$ cat src/rtl/score_hex_display_pkg.sv
// Shared types and segment helpers for the score seven-segment display.
//   state_t   : controller states IDLE -> CONVERT -> UPDATE
//   SEG_BLANK : active-high pattern with every segment off
//   SEG_DASH  : active-high pattern with segment g only
//   seg7()    : BCD digit to active-high g..a pattern (a = bit 0)
package score_display_pkg;

   typedef enum logic [1:0] {
      IDLE    = 2'd0,
      CONVERT = 2'd1,
      UPDATE  = 2'd2
   } state_t;

   localparam logic [6:0] SEG_BLANK = 7'h00;
   localparam logic [6:0] SEG_DASH  = 7'h40;

   // Codes above 9 cannot come out of the converter; they map to blank.
   function automatic logic [6:0] seg7(input logic [3:0] bcd);
      logic [6:0] s;
      case (bcd)
         4'd0:    s = 7'h3F;
         4'd1:    s = 7'h06;
         4'd2:    s = 7'h5B;
         4'd3:    s = 7'h4F;
         4'd4:    s = 7'h66;
         4'd5:    s = 7'h6D;
         4'd6:    s = 7'h7D;
         4'd7:    s = 7'h07;
         4'd8:    s = 7'h7F;
         4'd9:    s = 7'h6F;
         default: s = SEG_BLANK;
      endcase
      return s;
   endfunction

endpackage

$ cat src/rtl/score_hex_display_if.sv
// Score display bus.
//   load      : request conversion of value (single-cycle strobe)
//   value     : binary score, sampled when the load is accepted
//   busy      : conversion in progress
//   done      : one-cycle pulse, hex_out updated this cycle
//   overflow  : last result did not fit in NUM_DIGITS
//   hex_out   : digit i = [8i+7:8i], bit7 = DP, [6:0] = g..a
//   fsm_state : controller state, for observation only
// Handshake: load is a strobe with no ready; a load seen while busy is kept in
// a one-deep buffer (latest wins) and started once the controller is idle, so
// no request is dropped except one that is overwritten by a newer one.
// master = score source, slave = display controller.
interface score_hex_display_if
   import score_display_pkg::*;
#(
   parameter int DATA_W     = 16,
   parameter int NUM_DIGITS = 6
);
   logic                    load;
   logic [DATA_W-1:0]       value;
   logic                    busy;
   logic                    done;
   logic                    overflow;
   logic [NUM_DIGITS*8-1:0] hex_out;
   state_t                  fsm_state;

   modport master (output load, value,
                   input  busy, done, overflow, hex_out, fsm_state);
   modport slave  (input  load, value,
                   output busy, done, overflow, hex_out, fsm_state);
endinterface

$ cat src/rtl/score_hex_display_bin2bcd.sv
// bin2bcd_seq: sequential double-dabble binary to BCD converter.
//   Clk, Reset : clock, asynchronous active-high reset
//   start      : load bin and begin a conversion (one step per edge follows)
//   bin        : binary input, sampled on start
//   bcd        : BCD_D packed nibbles, complete once the last step has run
//   valid      : high during the cycle whose closing edge performs the last
//                step, so a controller can leave its convert state on that edge
module bin2bcd_seq #(
   parameter int DATA_W = 16,
   parameter int BCD_D  = (DATA_W * 3) / 10 + 2
) (
   input  logic                 Clk,
   input  logic                 Reset,
   input  logic                 start,
   input  logic [DATA_W-1:0]    bin,
   output logic [BCD_D*4-1:0]   bcd,
   output logic                 valid
);
   localparam int SR_W = BCD_D * 4 + DATA_W;

   logic [SR_W-1:0] sr;
   logic [SR_W-1:0] sr_adj;
   logic [4:0]      cnt;
   logic            running;

   // Add 3 to every BCD nibble that is 5 or more before the shift.
   always_comb begin
      sr_adj = sr;
      for (int d = 0; d < BCD_D; d++) begin
         if (sr[DATA_W + 4*d +: 4] >= 4'd5)
            sr_adj[DATA_W + 4*d +: 4] = sr[DATA_W + 4*d +: 4] + 4'd3;
      end
   end

   assign valid = running && (cnt == 5'(DATA_W - 1));
   assign bcd   = sr[SR_W-1 -: BCD_D*4];

   always_ff @(posedge Clk or posedge Reset) begin
      if (Reset) begin
         sr      <= '0;
         cnt     <= '0;
         running <= 1'b0;
      end else if (start) begin
         sr      <= {{(BCD_D*4){1'b0}}, bin};
         cnt     <= '0;
         running <= 1'b1;
      end else if (running) begin
         sr  <= {sr_adj[SR_W-2:0], 1'b0};
         cnt <= cnt + 5'd1;
         if (valid)
            running <= 1'b0;
      end
   end
endmodule

$ cat src/rtl/score_hex_display.sv
// score_hex_display: binary score to NUM_DIGITS seven-segment digits with
// leading-zero blanking, overflow dashes and (with SCORE_DISPLAY_SIGNED_EN
// defined) a minus sign for two's complement input.
//   Clk, Reset : clock, asynchronous active-high reset
//   bus        : score_hex_display_if.slave (load/value in; busy, done,
//                overflow, hex_out, fsm_state out)
// Configuration macro: SCORE_DISPLAY_SIGNED_EN.
module score_hex_display
   import score_display_pkg::*;
#(
   parameter int DATA_W     = 16,
   parameter int NUM_DIGITS = 6,
   parameter int ACTIVE_LOW = 1
) (
   input  logic                 Clk,
   input  logic                 Reset,
   score_hex_display_if.slave   bus
);
   localparam int BCD_D = (DATA_W * 3) / 10 + 2;
   localparam int MAXD  = (BCD_D > NUM_DIGITS) ? BCD_D : NUM_DIGITS;
   localparam logic [7:0] BLANK_BYTE = (ACTIVE_LOW != 0) ? 8'hFF : 8'h00;

   state_t                  state, state_nxt;
   logic                    start;
   logic [DATA_W-1:0]       start_value, mag;
   logic                    pend_valid;
   logic [DATA_W-1:0]       pend_value;
   logic [BCD_D*4-1:0]      bcd;
   logic                    bcd_last;
   logic [MAXD*4-1:0]       bcd_pad;
   logic [3:0]              msd;
   logic                    big, ovf, neg;
   logic [6:0]              seg;
   logic [NUM_DIGITS*8-1:0] hex_nxt, hex_r;
   logic                    done_r, ovf_r;

   // A direct load wins over a buffered one.
   assign start_value = bus.load ? bus.value : pend_value;

`ifdef SCORE_DISPLAY_SIGNED_EN
   logic neg_r;
   // The most negative value negates to itself, which read as unsigned is
   // exactly its magnitude.
   assign mag = start_value[DATA_W-1] ? (~start_value + {{(DATA_W-1){1'b0}}, 1'b1})
                                      : start_value;
   assign neg = neg_r;
   always_ff @(posedge Clk or posedge Reset) begin
      if (Reset)
         neg_r <= 1'b0;
      else if (start)
         neg_r <= start_value[DATA_W-1];
   end
`else
   assign mag = start_value;
   assign neg = 1'b0;
`endif

   bin2bcd_seq #(.DATA_W(DATA_W), .BCD_D(BCD_D)) u_bin2bcd (
      .Clk   (Clk),
      .Reset (Reset),
      .start (start),
      .bin   (mag),
      .bcd   (bcd),
      .valid (bcd_last)
   );

   always_comb begin
      state_nxt = state;
      start     = 1'b0;
      case (state)
         IDLE: begin
            if (bus.load || pend_valid) begin
               start     = 1'b1;
               state_nxt = CONVERT;
            end
         end
         CONVERT: if (bcd_last) state_nxt = UPDATE;
         UPDATE:  state_nxt = IDLE;
         default: state_nxt = IDLE;
      endcase
   end

   // Blanking, overflow and sign placement from the finished BCD result.
   always_comb begin
      bcd_pad = '0;
      bcd_pad[BCD_D*4-1:0] = bcd;
      msd = '0;
      big = 1'b0;
      for (int d = 0; d < MAXD; d++) begin
         if (bcd_pad[4*d +: 4] != 4'd0) begin
            msd = 4'(d);
            if (d >= NUM_DIGITS) big = 1'b1;
         end
      end
      // A minus needs a free digit left of the most significant one.
      ovf = big || (neg && (int'(msd) + 1 >= NUM_DIGITS));
      hex_nxt = '0;
      seg     = SEG_BLANK;
      for (int i = 0; i < NUM_DIGITS; i++) begin
         seg = SEG_BLANK;
         if (ovf)
            seg = SEG_DASH;
         else if (i <= int'(msd))
            seg = seg7(bcd_pad[4*i +: 4]);
         else if (neg && (i == int'(msd) + 1))
            seg = SEG_DASH;
         hex_nxt[8*i +: 8] = (ACTIVE_LOW != 0) ? ~{1'b0, seg} : {1'b0, seg};
      end
   end

   always_ff @(posedge Clk or posedge Reset) begin
      if (Reset) begin
         state      <= IDLE;
         pend_valid <= 1'b0;
         pend_value <= '0;
         done_r     <= 1'b0;
         ovf_r      <= 1'b0;
         hex_r      <= {NUM_DIGITS{BLANK_BYTE}};
      end else begin
         state  <= state_nxt;
         done_r <= (state == UPDATE);
         if (state == UPDATE) begin
            hex_r <= hex_nxt;
            ovf_r <= ovf;
         end
         if (state != IDLE && bus.load) begin
            pend_valid <= 1'b1;
            pend_value <= bus.value;
         end else if (state == IDLE) begin
            pend_valid <= 1'b0;
         end
      end
   end

   assign bus.busy      = (state != IDLE);
   assign bus.done      = done_r;
   assign bus.overflow  = ovf_r;
   assign bus.hex_out   = hex_r;
   assign bus.fsm_state = state;
endmodule

$ cat src/flat_wrapper.sv
// flat-port wrapper written by rule: the top's interface ports become plain ports
module score_hex_display_flat import score_display_pkg::*;
#(
   parameter int DATA_W     = 16,
   parameter int NUM_DIGITS = 6,
   parameter int ACTIVE_LOW = 1
)
  (Clk, Reset, bus_load, bus_value, bus_busy, bus_done, bus_overflow, bus_hex_out, bus_fsm_state);
  score_hex_display_if #(.DATA_W(DATA_W), .NUM_DIGITS(NUM_DIGITS)) bus_i ();
  input  logic Clk;
  input  logic Reset;
  input wire logic [$bits(bus_i.load)-1:0] bus_load;
  input wire logic [$bits(bus_i.value)-1:0] bus_value;
  output wire logic [$bits(bus_i.busy)-1:0] bus_busy;
  output wire logic [$bits(bus_i.done)-1:0] bus_done;
  output wire logic [$bits(bus_i.overflow)-1:0] bus_overflow;
  output wire logic [$bits(bus_i.hex_out)-1:0] bus_hex_out;
  output wire logic [$bits(bus_i.fsm_state)-1:0] bus_fsm_state;
  assign bus_i.load = bus_load;
  assign bus_i.value = bus_value;
  assign bus_busy = bus_i.busy;
  assign bus_done = bus_i.done;
  assign bus_overflow = bus_i.overflow;
  assign bus_hex_out = bus_i.hex_out;
  assign bus_fsm_state = bus_i.fsm_state;
  score_hex_display #(.DATA_W(DATA_W), .NUM_DIGITS(NUM_DIGITS), .ACTIVE_LOW(ACTIVE_LOW)) u_core (.Clk(Clk), .Reset(Reset), .bus(bus_i));
endmodule
$ cat config.mk
export PLATFORM = sky130hd
export DESIGN_NAME = score_hex_display_flat
export DESIGN_NICKNAME = d
export VERILOG_FILES = /design/src/rtl/score_hex_display_pkg.sv /design/src/rtl/score_hex_display_if.sv /design/src/rtl/score_hex_display_bin2bcd.sv /design/src/rtl/score_hex_display.sv /design/src/flat_wrapper.sv
export SDC_FILE = /design/constraint.sdc
export NUM_CORES = 1
export LEC_CHECK = 0
export ABC_AREA = 1
export BUFFER_PORTS_ARGS = -buffer_cell sky130_fd_sc_hd__buf_2
export CORE_MARGIN = 4
export CORE_UTILIZATION = 64
export CTS_CLUSTER_DIAMETER = 40
export DETAILED_ROUTE_END_ITERATION = 10
export PLACE_DENSITY = 0.95
export SYNTH_ARGS = -nofsm -noshare
export SYNTH_HDL_FRONTEND = slang
export SYNTH_HIERARCHICAL = 1
export SYNTH_SLANG_ARGS = --single-unit
$ cat constraint.sdc
create_clock -name Clk -period 3.8 [get_ports Clk]
set_input_delay 0.19 -clock Clk [delete_from_list [all_inputs] [get_ports Clk]]
set_output_delay 0.19 -clock Clk [all_outputs]
set_load 0.1 [all_outputs]
==> flow_metrics.py, run 1 <==
metrics = {
    "run_status": {
        "status": "completed",
    },
    "placement": {
        "place_ws_ns": 1.86,
        "port_buffers": 64,
        "hpwl_um": 9170,
        "gp_congestion": 0.862,
    },
    "clock_network": {
        "cts_resized": 0,
        "clk_pin_slew_ns": 0.12,
        "clock_latency_ns": 0.38,
        "max-clock-path-buffers": 2,
        "cts_root_buf": "clkbuf_8",
        "cts_tree": "built",
        "cts.sinks": 108,
        "post_cts_buffers": 0,
        "cts_made_buffers": 9,
        "h-tree-depth": 3,
    },
    "flow_run": {
        "max-cap-violations": 0,
    },
    "finish": {
        "final_common_cell": "nand2_1",
        "nets": 884,
        "antenna_cells": 0,
        "final_cell_mix": "nand2_1 (153), nor2_1 (91), inv_1 (74), dfrtp_1 (66), buf_2 (64)",
        "drive_gt1_share_pct": 21.0,
        "area_delta_synth_final_pct": 5.03,
    },
    "worst_hold_path": {
        "hp-class": "input pin to flop",
        "worstHoldPathCells": 3,
    },
    "worst_setup_path": {
        "end_kind": "flop",
        "worstPathRequired_ns": 4.05,
        "critical_path_arrival_ns": 2.14,
        "r2r_cells": 8,
        "startpoint_type": "flop",
        "crit_type": "flop to flop",
        "path_max_fanout": 30,
    },
    "sta": {
        "rsz0062_at_grt": "no",
        "fmax_mhz": 530,
        "finalSetupViolCount": 0,
        "worst_pin_slew_ns": 0.749,
        "finalCritPeriodShare_pct": 49.6,
        "finalHoldViolCount": 0,
        "fin_ws_ns": 1.91,
        "final.setup_skew_ns": 0.0232,
        "final-max-slew-violation-count": 0,
        "tns_ns": 0,
        "fin_crit_ns": 1.89,
        "maxSlewHeadroom_pct": 50.1,
    },
    "detailed_routing": {
        "antenna_left": 0,
        "wl_per_cell_um": 13.8,
        "drt_wl_total_um": 13200,
        "drc": 0,
        "drt_iter0_markers": 411,
        "viasPerCell": 5.47,
        "dr_total_vias": 5214,
        "drt_pass1_iterations": 5,
    },
    "die": {
        "placementRows": 36,
        "dieArea_sq_um": 11800,
        "die_h_um": 108,
        "die_x_um": 108,
        "core_sq_um": 9820,
        "start_util_pct": 65.8,
        "io-pin-count": 72,
    },
    "global_route": {
        "grt_max_degree": 47,
        "grt_usage_pct": 23.1,
        "grt_pass1_wl_um": 22000,
        "grt_pass1_vias": 4821,
        "overflow": 0,
        "grt_antenna_before_repair": 0,
    },
    "logic_synthesis": {
        "synthCells": 785,
        "ys_seq_area_share_pct": 42.6,
        "syn_area_per_cell_sq_um": 8.23,
        "yosysWarnings": 6,
        "ys_ff_latch": 108,
        "syn-cell-area_sq_um": 6460,
        "ys_types": 36,
    },
}
-- final cells by class --
class,count,area (sq um)
clock buffers,9,124
fillers,736,3030
inverters,89,337
clock inverters,7,78.8
multi-input cells,538,2970
flip-flops and latches,108,2760
well taps,133,166
repair buffers,69,360
-- critical path, cell delays in order, from the launching register on --
cell and delay [ns]:
dfrtp_1 0.44, nor2_1 0.18, inv_2 0.08, nor2_2 0.08, buf_4 0.28, nor2_8 0.15, inv_2 0.31, nor2_1 0.07
o21bai_1 0.16
-- cells in the mapped netlist (all sizes together) --
cell / n / area, sq um
a21oi: 67 / 365
a22o: 1 / 8.76
a22oi: 4 / 30.0
a31oi: 15 / 93.8
buf: 52 / 414
clkbuf: 3 / 11.3
clkinv: 1 / 3.75
conb: 2 / 7.51
dfrtp: 66 / 1650
dfstp: 42 / 1100
ha: 50 / 626
inv: 88 / 333
nand2: 162 / 636
nand3: 51 / 265
nand4: 12 / 75.1
nor2: 100 / 438
nor3: 1 / 5.00
o211ai: 5 / 37.5
o21a: 1 / 7.51
o21ai: 39 / 195
o21bai: 6 / 45.0
o22a: 2 / 17.5
o22ai: 10 / 62.6
or2: 5 / 31.3
-- state kept, by name (all words and copies together) (netlist names) --
name,count
u_core/pend_valid,1
u_core/u_bin2bcd/cnt,5
u_core/u_bin2bcd/running,1
u_core/bus.fsm_state,2
u_core/pend_value,16
u_core/bus.done,1
u_core/u_bin2bcd/sr,40
u_core/bus.hex_out,42
-- path summary, 6_finish.rpt --
path | slack [ns] | from | end
hold reg to reg | 0.47 | u_core/bus.hex_out[21] | u_core/bus.hex_out[21]
setup reg to reg | 1.91 | u_core/bus.fsm_state[0] | u_core/u_bin2bcd/sr[24]
max in group asynchronous | 2.49 | Reset | u_core/bus.hex_out[4]
hold / removal | 0.06 | bus_value[5] | u_core/pend_value[5]
min in group asynchronous | 0.51 | Reset | u_core/u_bin2bcd/running
setup / recovery | 1.91 | u_core/bus.fsm_state[0] | u_core/u_bin2bcd/sr[24]
-- per-stage QoR --
step | area (sq um) | hold WS [ns] | instances | util (%)
2_1_floorplan | 6480 | 0.341 | 790 | -
3_3_place_gp | 6580 | 0.385 | 936 | 67.0
3_5_place_dp | 6580 | 0.392 | 936 | 67.0
4_1_cts | 6790 | 0.0465 | 953 | 69.1
5_1_grt | 6790 | 0.0564 | 953 | 69.1
6_report | 6790 | 0.0610 | 953 | 69.1
-- cell families after synthesis --
logic type,after synthesis,share of synthesized area (%)
AO/OA/AOI/OAI,150,13.4
flip-flops,108,42.6
AND/OR/NAND/NOR,331,22.4
adder cells (fa/ha/maj),50,9.68
buffers and inverters,144,11.8
other,2,0.116
-- per-layer routing --
metal / track usage (%) / up-vias / wire length [um]
li1: - / 2573 / -
met1: 30.0 / 2410 / 5680
met3: 3.40 / 31 / 737
met4: 9.65 / 0 / 322
met5: 0 / - / 0
met2: 38.5 / 200 / 6420
-- repair_timing --
action                                  4_1_cts  5_1_grt
hold endpoints to repair                     46        0
endpoints found under the setup margin        0        0
hold buffers                                  1        0
Power of run 1 is not shown: default switching activity piles up to over one toggle a cycle in this logic, so the estimate is an artifact.
==> run 2, diff against run 1 <==
Settings changed: ABC_AREA 1 to 0, CORE_UTILIZATION 64 to 59, PLACE_DENSITY 0.95 to 0.9.
Clock period 3.8 ns to 1.8 ns, I/O delays scaled along.
==> flow_metrics.py, run 2 <==
metrics = {
    "logic_synthesis": {
        "synth.area.top_cells": "dfrtp_1 (26%), dfstp_2 (17%), ha_1 (9.7%), mux2_2 (5.8%), buf_4 (4.1%)",
        "synth_top_area_share_pct": 25.6,
        "synth_edf_count": 0,
        "synthCells": 641,
        "synthArstFlopShare_pct": 100,
        "yosys.area_share.simple_pct": 13.4,
        "ys_ff_latch": 108,
        "yosysWarnings": 6,
        "synth_top_family_by_area": "compound AO/OA/AOI/OAI gates",
        "ys_seq_area_share_pct": 42.6,
        "yosys.area_share.adder_pct": 9.68,
        "synth-xor-area-share_pct": 1.08,
        "synthMuxAreaShare_pct": 8.70,
        "syn-cell-area_sq_um": 6460,
        "ys_types": 57,
        "yosysMostFrequentCell": "dfrtp_1",
        "synth_top_area_cell": "dfrtp_1",
        "syn_area_per_cell_sq_um": 10.1,
        "synth_ff_type": "dfrtp_1",
        "synthTopCellsByCount": "dfrtp_1 (66), ha_1 (50), nor2_1 (45)",
        "synth_compound_area_share_pct": 15.1,
    },
    "sta": {
        "final.setup_skew_ns": 0.0132,
        "hold-worst-slack_ns": 0.0675,
        "finalSetupViolCount": 0,
        "finalHoldViolCount": 0,
        "maxSlewHeadroom_pct": 62.7,
        "rsz0062_at_grt": "yes",
        "final-max-slew-violation-count": 0,
        "worst_pin_slew_ns": 0.559,
        "finalCritPeriodShare_pct": 95.1,
        "fmax_mhz": 584,
        "fin_crit_ns": 1.71,
    },
    "worst_setup_path": {
        "crit_type": "flop to flop",
        "path_max_fanout": 26,
        "cp_slowest_cell": "dfrtp_2",
        "r2r-start": "u_core/bus.fsm_state[0]",
        "worstPathRequired_ns": 2.05,
        "slowest_delay_ns": 0.45,
        "crit_chain": "nor2_4 -> clkinvlp_4 -> nor2_4 -> buf_4 -> nand2b_1 -> o21ai_0",
        "reg2reg_slack_ns": 0.09,
        "end_kind": "flop",
        "worst-path-buf-inv": 2,
        "r2r-end": "u_core/u_bin2bcd/sr[0]",
        "timing.critical_path.max_delay_family": "simple AND/OR/NAND/NOR gates",
        "r2r_cells": 6,
        "crit_top_cell": "nor2_4",
        "startpoint_type": "flop",
        "critical_path_arrival_ns": 1.96,
    },
    "detailed_routing": {
        "drc": 0,
        "dr_total_vias": 4800,
        "viasPerCell": 5.70,
        "drt_iter0_markers": 272,
        "antenna_left": 0,
        "drt_pass1_iterations": 5,
        "wl_per_cell_um": 15.8,
        "drt_wl_total_um": 13300,
    },
    "finish": {
        "final_common_cell": "buf_2",
        "final_cell_mix": "buf_2 (64), dfrtp_1 (60), ha_1 (50), nor2_1 (43), nand2_1 (43)",
        "largest_register_ffs": 42,
        "layoutNonFillerInstCount": 842,
        "nets": 770,
        "fillers": 734,
        "drive_gt1_share_pct": 30.0,
        "antenna_cells": 0,
        "area_delta_synth_final_pct": 11.6,
    },
    "placement": {
        "hpwl_um": 9530,
        "gp_congestion": 0.891,
        "port_buffers": 64,
        "dp.cells": 808,
    },
    "run_status": {
        "status": "completed",
    },
    "clock_network": {
        "clock_latency_ns": 0.38,
        "cts_made_buffers": 9,
        "cts_tree": "built",
        "max-clock-path-buffers": 2,
        "h-tree-depth": 3,
        "cts.sinks": 108,
        "cts_root_buf": "clkbuf_8",
        "clk_pin_slew_ns": 0.10,
    },
    "die": {
        "die_h_um": 113,
        "die_x_um": 113,
        "placementRows": 37,
        "io-pin-count": 72,
        "core_sq_um": 10500,
        "dieArea_sq_um": 12700,
        "start_util_pct": 61.5,
    },
    "worst_hold_path": {
        "worstHoldPathCells": 3,
        "hold_path_startpoint": "bus_load",
        "hp-class": "input pin to flop",
        "min_to": "u_core/pend_valid",
    },
    "global_route": {
        "overflow": 0,
        "grt_antenna_before_repair": 0,
        "grt_pass1_wl_um": 22700,
        "grt_max_degree": 44,
        "grt_usage_pct": 21.5,
        "grt_pass1_vias": 4988,
    },
    "flow_run": {
        "max-cap-violations": 0,
    },
}
==> run 2: cell types whose count changed after synthesis, moves of 19 or more <==
cell     previous run  this run
a21oi_1            59        28
inv_1              76        42
mux2_2              0        33
mux2i_1             0        19
nand2_1           153        44
nand3_1            49        12
nor2_1             92        45
==> run 2: cell families (layout without fill, tap and decap cells) <==
logic type / Yosys count / count (layout)
compound gates: 149 / 149
xor+xnor: 8 / 8
fa+ha+maj: 50 / 50
buf+inv: 106 / 166
flops: 108 / 108
mux: 52 / 52
other cells: 2 / 7
simple gates: 166 / 166
==> run 2: what timing repair did <==
item,in CTS,in global routing
hold endpoints to repair,61,0
gates resized for setup,0,10
hold buffers,17,0
setup buffers,0,1
setup endpoints to repair,0,33
==> run 2: worst max path at each step <==
stage | startpoint | end | slack [ns] | cells past startpoint
2_1_floorplan | u_core/bus.fsm_state[0] | u_core/u_bin2bcd/sr[37] | -0.48 | 7
3_3_place_gp | u_core/bus.fsm_state[0] | u_core/u_bin2bcd/sr[32] | 0.14 | 6
3_5_place_dp | u_core/bus.fsm_state[0] | u_core/u_bin2bcd/sr[24] | 0.04 | 6
4_1_cts | u_core/u_bin2bcd/sr[28] | u_core/bus.hex_out[21] | 0.0006 | 6
5_1_grt | u_core/bus.fsm_state[0] | u_core/u_bin2bcd/sr[0] | -0.02 | 6
6_report | u_core/bus.fsm_state[0] | u_core/u_bin2bcd/sr[0] | 0.09 | 6
==> run 2: worst register-to-register path, delay by kind of cell, from the launching register on <==
family,cells,cell delay (ns)
AO/OA/AOI/OAI,1,0.07
buffers and inverters,2,0.50
flip-flops,1,0.45
AND/OR/NAND/NOR,3,0.57
==> run 2: per-stage QoR <==
step | instance area, sq um | setup slack, ns | TNS (ns) | util, %
6_report | 7210 | 0.0879 | 0 | 68.6
5_1_grt | 7210 | -0.0204 | -0.0393 | 68.6
4_1_cts | 7170 | 0.000567 | 0 | 68.3
3_5_place_dp | 6820 | 0.0439 | 0 | 64.9
3_3_place_gp | 6820 | 0.142 | 0 | 64.9
2_1_floorplan | 6580 | -0.483 | -22.80 | -
==> run 2: cell type report <==
cell class              count  area, sq um  share of cell area, %
clock buffers               9          124                   1.72
clock inverters             7         58.8                  0.816
inverters                  43          165                   2.29
multi-input cells         432         3230                   44.8
flip-flops and latches    108         2760                   38.3
well taps                 136          170                   2.36
repair buffers            107          698                   9.69
==> run 2: metal layers <==
metal / wire length (um) / global-route usage, %
met1: 5470 / 25.4
met2: 6880 / 38.3
met3: 648 / 4.10
met4: 297 / 8.57
met5: 0 / 0
Power of run 2 is left out for the same reason.
==> run 3, diff against run 2 <==
--- a/config.mk
+++ b/config.mk
@@ -14,2 +14,3 @@
 export PLACE_DENSITY = 0.9
+export SLEW_MARGIN = 0
 export SYNTH_ARGS = -nofsm -noshare
--- a/constraint.sdc
+++ b/constraint.sdc
@@ -3,2 +3,2 @@
 set_output_delay 0.09 -clock Clk [all_outputs]
-set_load 0.1 [all_outputs]
+set_load 0.02 [all_outputs]
==> flow_metrics.py, run 3 (synthesized netlist as in run 2, its figures left out) <==
metrics = {
    "sta": {
        "finalCritPeriodShare_pct": 96.8,
        "fin_crit_ns": 1.74,
        "final-max-slew-violation-count": 0,
        "finalHoldViolCount": 0,
        "fmax_mhz": 574,
        "final.setup_skew_ns": 0.0156,
        "hold-worst-slack_ns": 0.0468,
        "finalSetupViolCount": 0,
    },
    "global_route": {
        "overflow": 0,
        "grt_pass1_wl_um": 23200,
        "grt_antenna_before_repair": 0,
        "grt_max_degree": 44,
        "grt_pass1_vias": 4957,
        "grt_usage_pct": 22.0,
    },
    "worst_setup_path": {
        "path_max_fanout": 6,
        "crit_type": "flop to flop",
        "worstPathRequired_ns": 2.11,
        "end_kind": "flop",
        "startpoint_type": "flop",
        "critical_path_arrival_ns": 2.05,
    },
    "finish": {
        "drive_gt1_share_pct": 30.3,
        "area_delta_synth_final_pct": 11.0,
        "postLayoutCellArea_sq_um": 7170,
        "nets": 773,
        "largest_register_ffs": 42,
        "fillers": 745,
        "multiInputGateArea_sq_um": 3180,
        "final_cell_mix": "buf_2 (64), dfrtp_1 (60), ha_1 (49), nor2_1 (44), nand2_1 (44)",
        "seqCellArea_sq_um": 2760,
        "antenna_cells": 0,
        "layoutNonFillerInstCount": 845,
        "final_common_cell": "buf_2",
    },
    "clock_network": {
        "cts_root_buf": "clkbuf_8",
        "cts.sinks": 108,
        "clk_pin_slew_ns": 0.10,
        "cts_tree": "built",
        "max-clock-path-buffers": 2,
        "cts_made_buffers": 9,
        "clock_latency_ns": 0.38,
        "h-tree-depth": 3,
    },
    "die": {
        "start_util_pct": 61.5,
        "dieArea_sq_um": 12700,
        "core_sq_um": 10500,
        "die_x_um": 113,
        "placementRows": 37,
        "die_h_um": 113,
        "io-pin-count": 72,
    },
    "worst_hold_path": {
        "hp-class": "input pin to flop",
    },
    "detailed_routing": {
        "viasPerCell": 5.80,
        "antenna_left": 0,
        "wl_per_cell_um": 16.5,
        "drt_pass1_iterations": 5,
        "dr_total_vias": 4900,
        "drt_wl_total_um": 13900,
        "drt_iter0_markers": 412,
        "drc": 0,
    },
    "placement": {
        "dp.cells": 808,
        "gp_congestion": 0.903,
        "hpwl_um": 9670,
        "port_buffers": 64,
        "placed_cell_area_sq_um": 6740,
    },
    "power_and_ir_drop": {
        "ir_drop_v": 0.00107,
        "p_per_area_nw_per_um2": 1690,
        "leakage_nw": 3.36,
        "p_total_mw": 12.1,
    },
    "run_status": {
        "status": "completed",
    },
    "flow_run": {
        "max-cap-violations": 0,
    },
}
[run 3: metal layers]
layer / wire, um / GRT usage (%) / vias up
met5: 0 / 0 / -
met4: 386 / 7.21 / 0
met3: 714 / 4.37 / 38
li1: - / - / 2312
met1: 5660 / 26.9 / 2384
met2: 7150 / 38.9 / 166
[run 3: final timing paths]
check / cells after the start / from / end / slack, ns
max in group asynchronous: 4 / Reset / u_core/bus.hex_out[28] / 1.04
max reg2reg: 6 / u_core/u_bin2bcd/sr[36] / u_core/bus.hex_out[17] / 0.06
min: 3 / bus_load / u_core/pend_valid / 0.05
min reg2reg: 2 / u_core/bus.hex_out[0] / u_core/bus.hex_out[0] / 0.47
min in group asynchronous: 3 / Reset / u_core/u_bin2bcd/sr[6] / 0.24
max: 6 / u_core/u_bin2bcd/sr[36] / u_core/bus.hex_out[17] / 0.06
[run 3: layout make-up]
cell class	count	share of cell area (%)
inverters	43	2.25
clock inverters	7	0.698
repair buffers	110	10.1
well taps	136	2.37
multi-input cells	432	44.3
flip-flops and latches	108	38.5
clock buffers	9	1.73
[run 3: per-stage QoR]
| step | utilization (%) | setup WS [ns] | TNS [ns] |
|---|---|---|---|
| 2_1_floorplan | - | 0.0811 | 0 |
| 3_3_place_gp | 64.1 | 0.146 | 0 |
| 3_5_place_dp | 64.1 | 0.0208 | 0 |
| 4_1_cts | 67.4 | 0.00959 | 0 |
| 5_1_grt | 68.3 | -0.0264 | -0.108 |
| 6_report | 68.3 | 0.0579 | 0 |
[run 3: power breakdown]
part / leakage (nW) / switching, mW / total, mW / internal (mW)
logic: 2.03 / 3.46 / 6.07 / 2.61
clock network: 0.0837 / 0.885 / 1.39 / 0.510
registers: 1.25 / 0.918 / 4.64 / 3.73
total: 3.36 / 5.26 / 12.1 / 6.85
[run 3: repair_timing]
action,in CTS,in global routing
buffers inserted,0,4
endpoints found under the setup margin,0,56
hold buffers,17,0
resized for setup,0,20
endpoints found under the hold margin,52,0
[run 3: critical path, cell delays in order (launching register included)]
cell and delay [ns]:
dfrtp_1 0.43, inv_1 0.12, ha_1 0.27, and2b_2 0.26, and4_4 0.20, nand3b_4 0.19, o22a_1 0.21
Power figures use the tool's default switching activity.
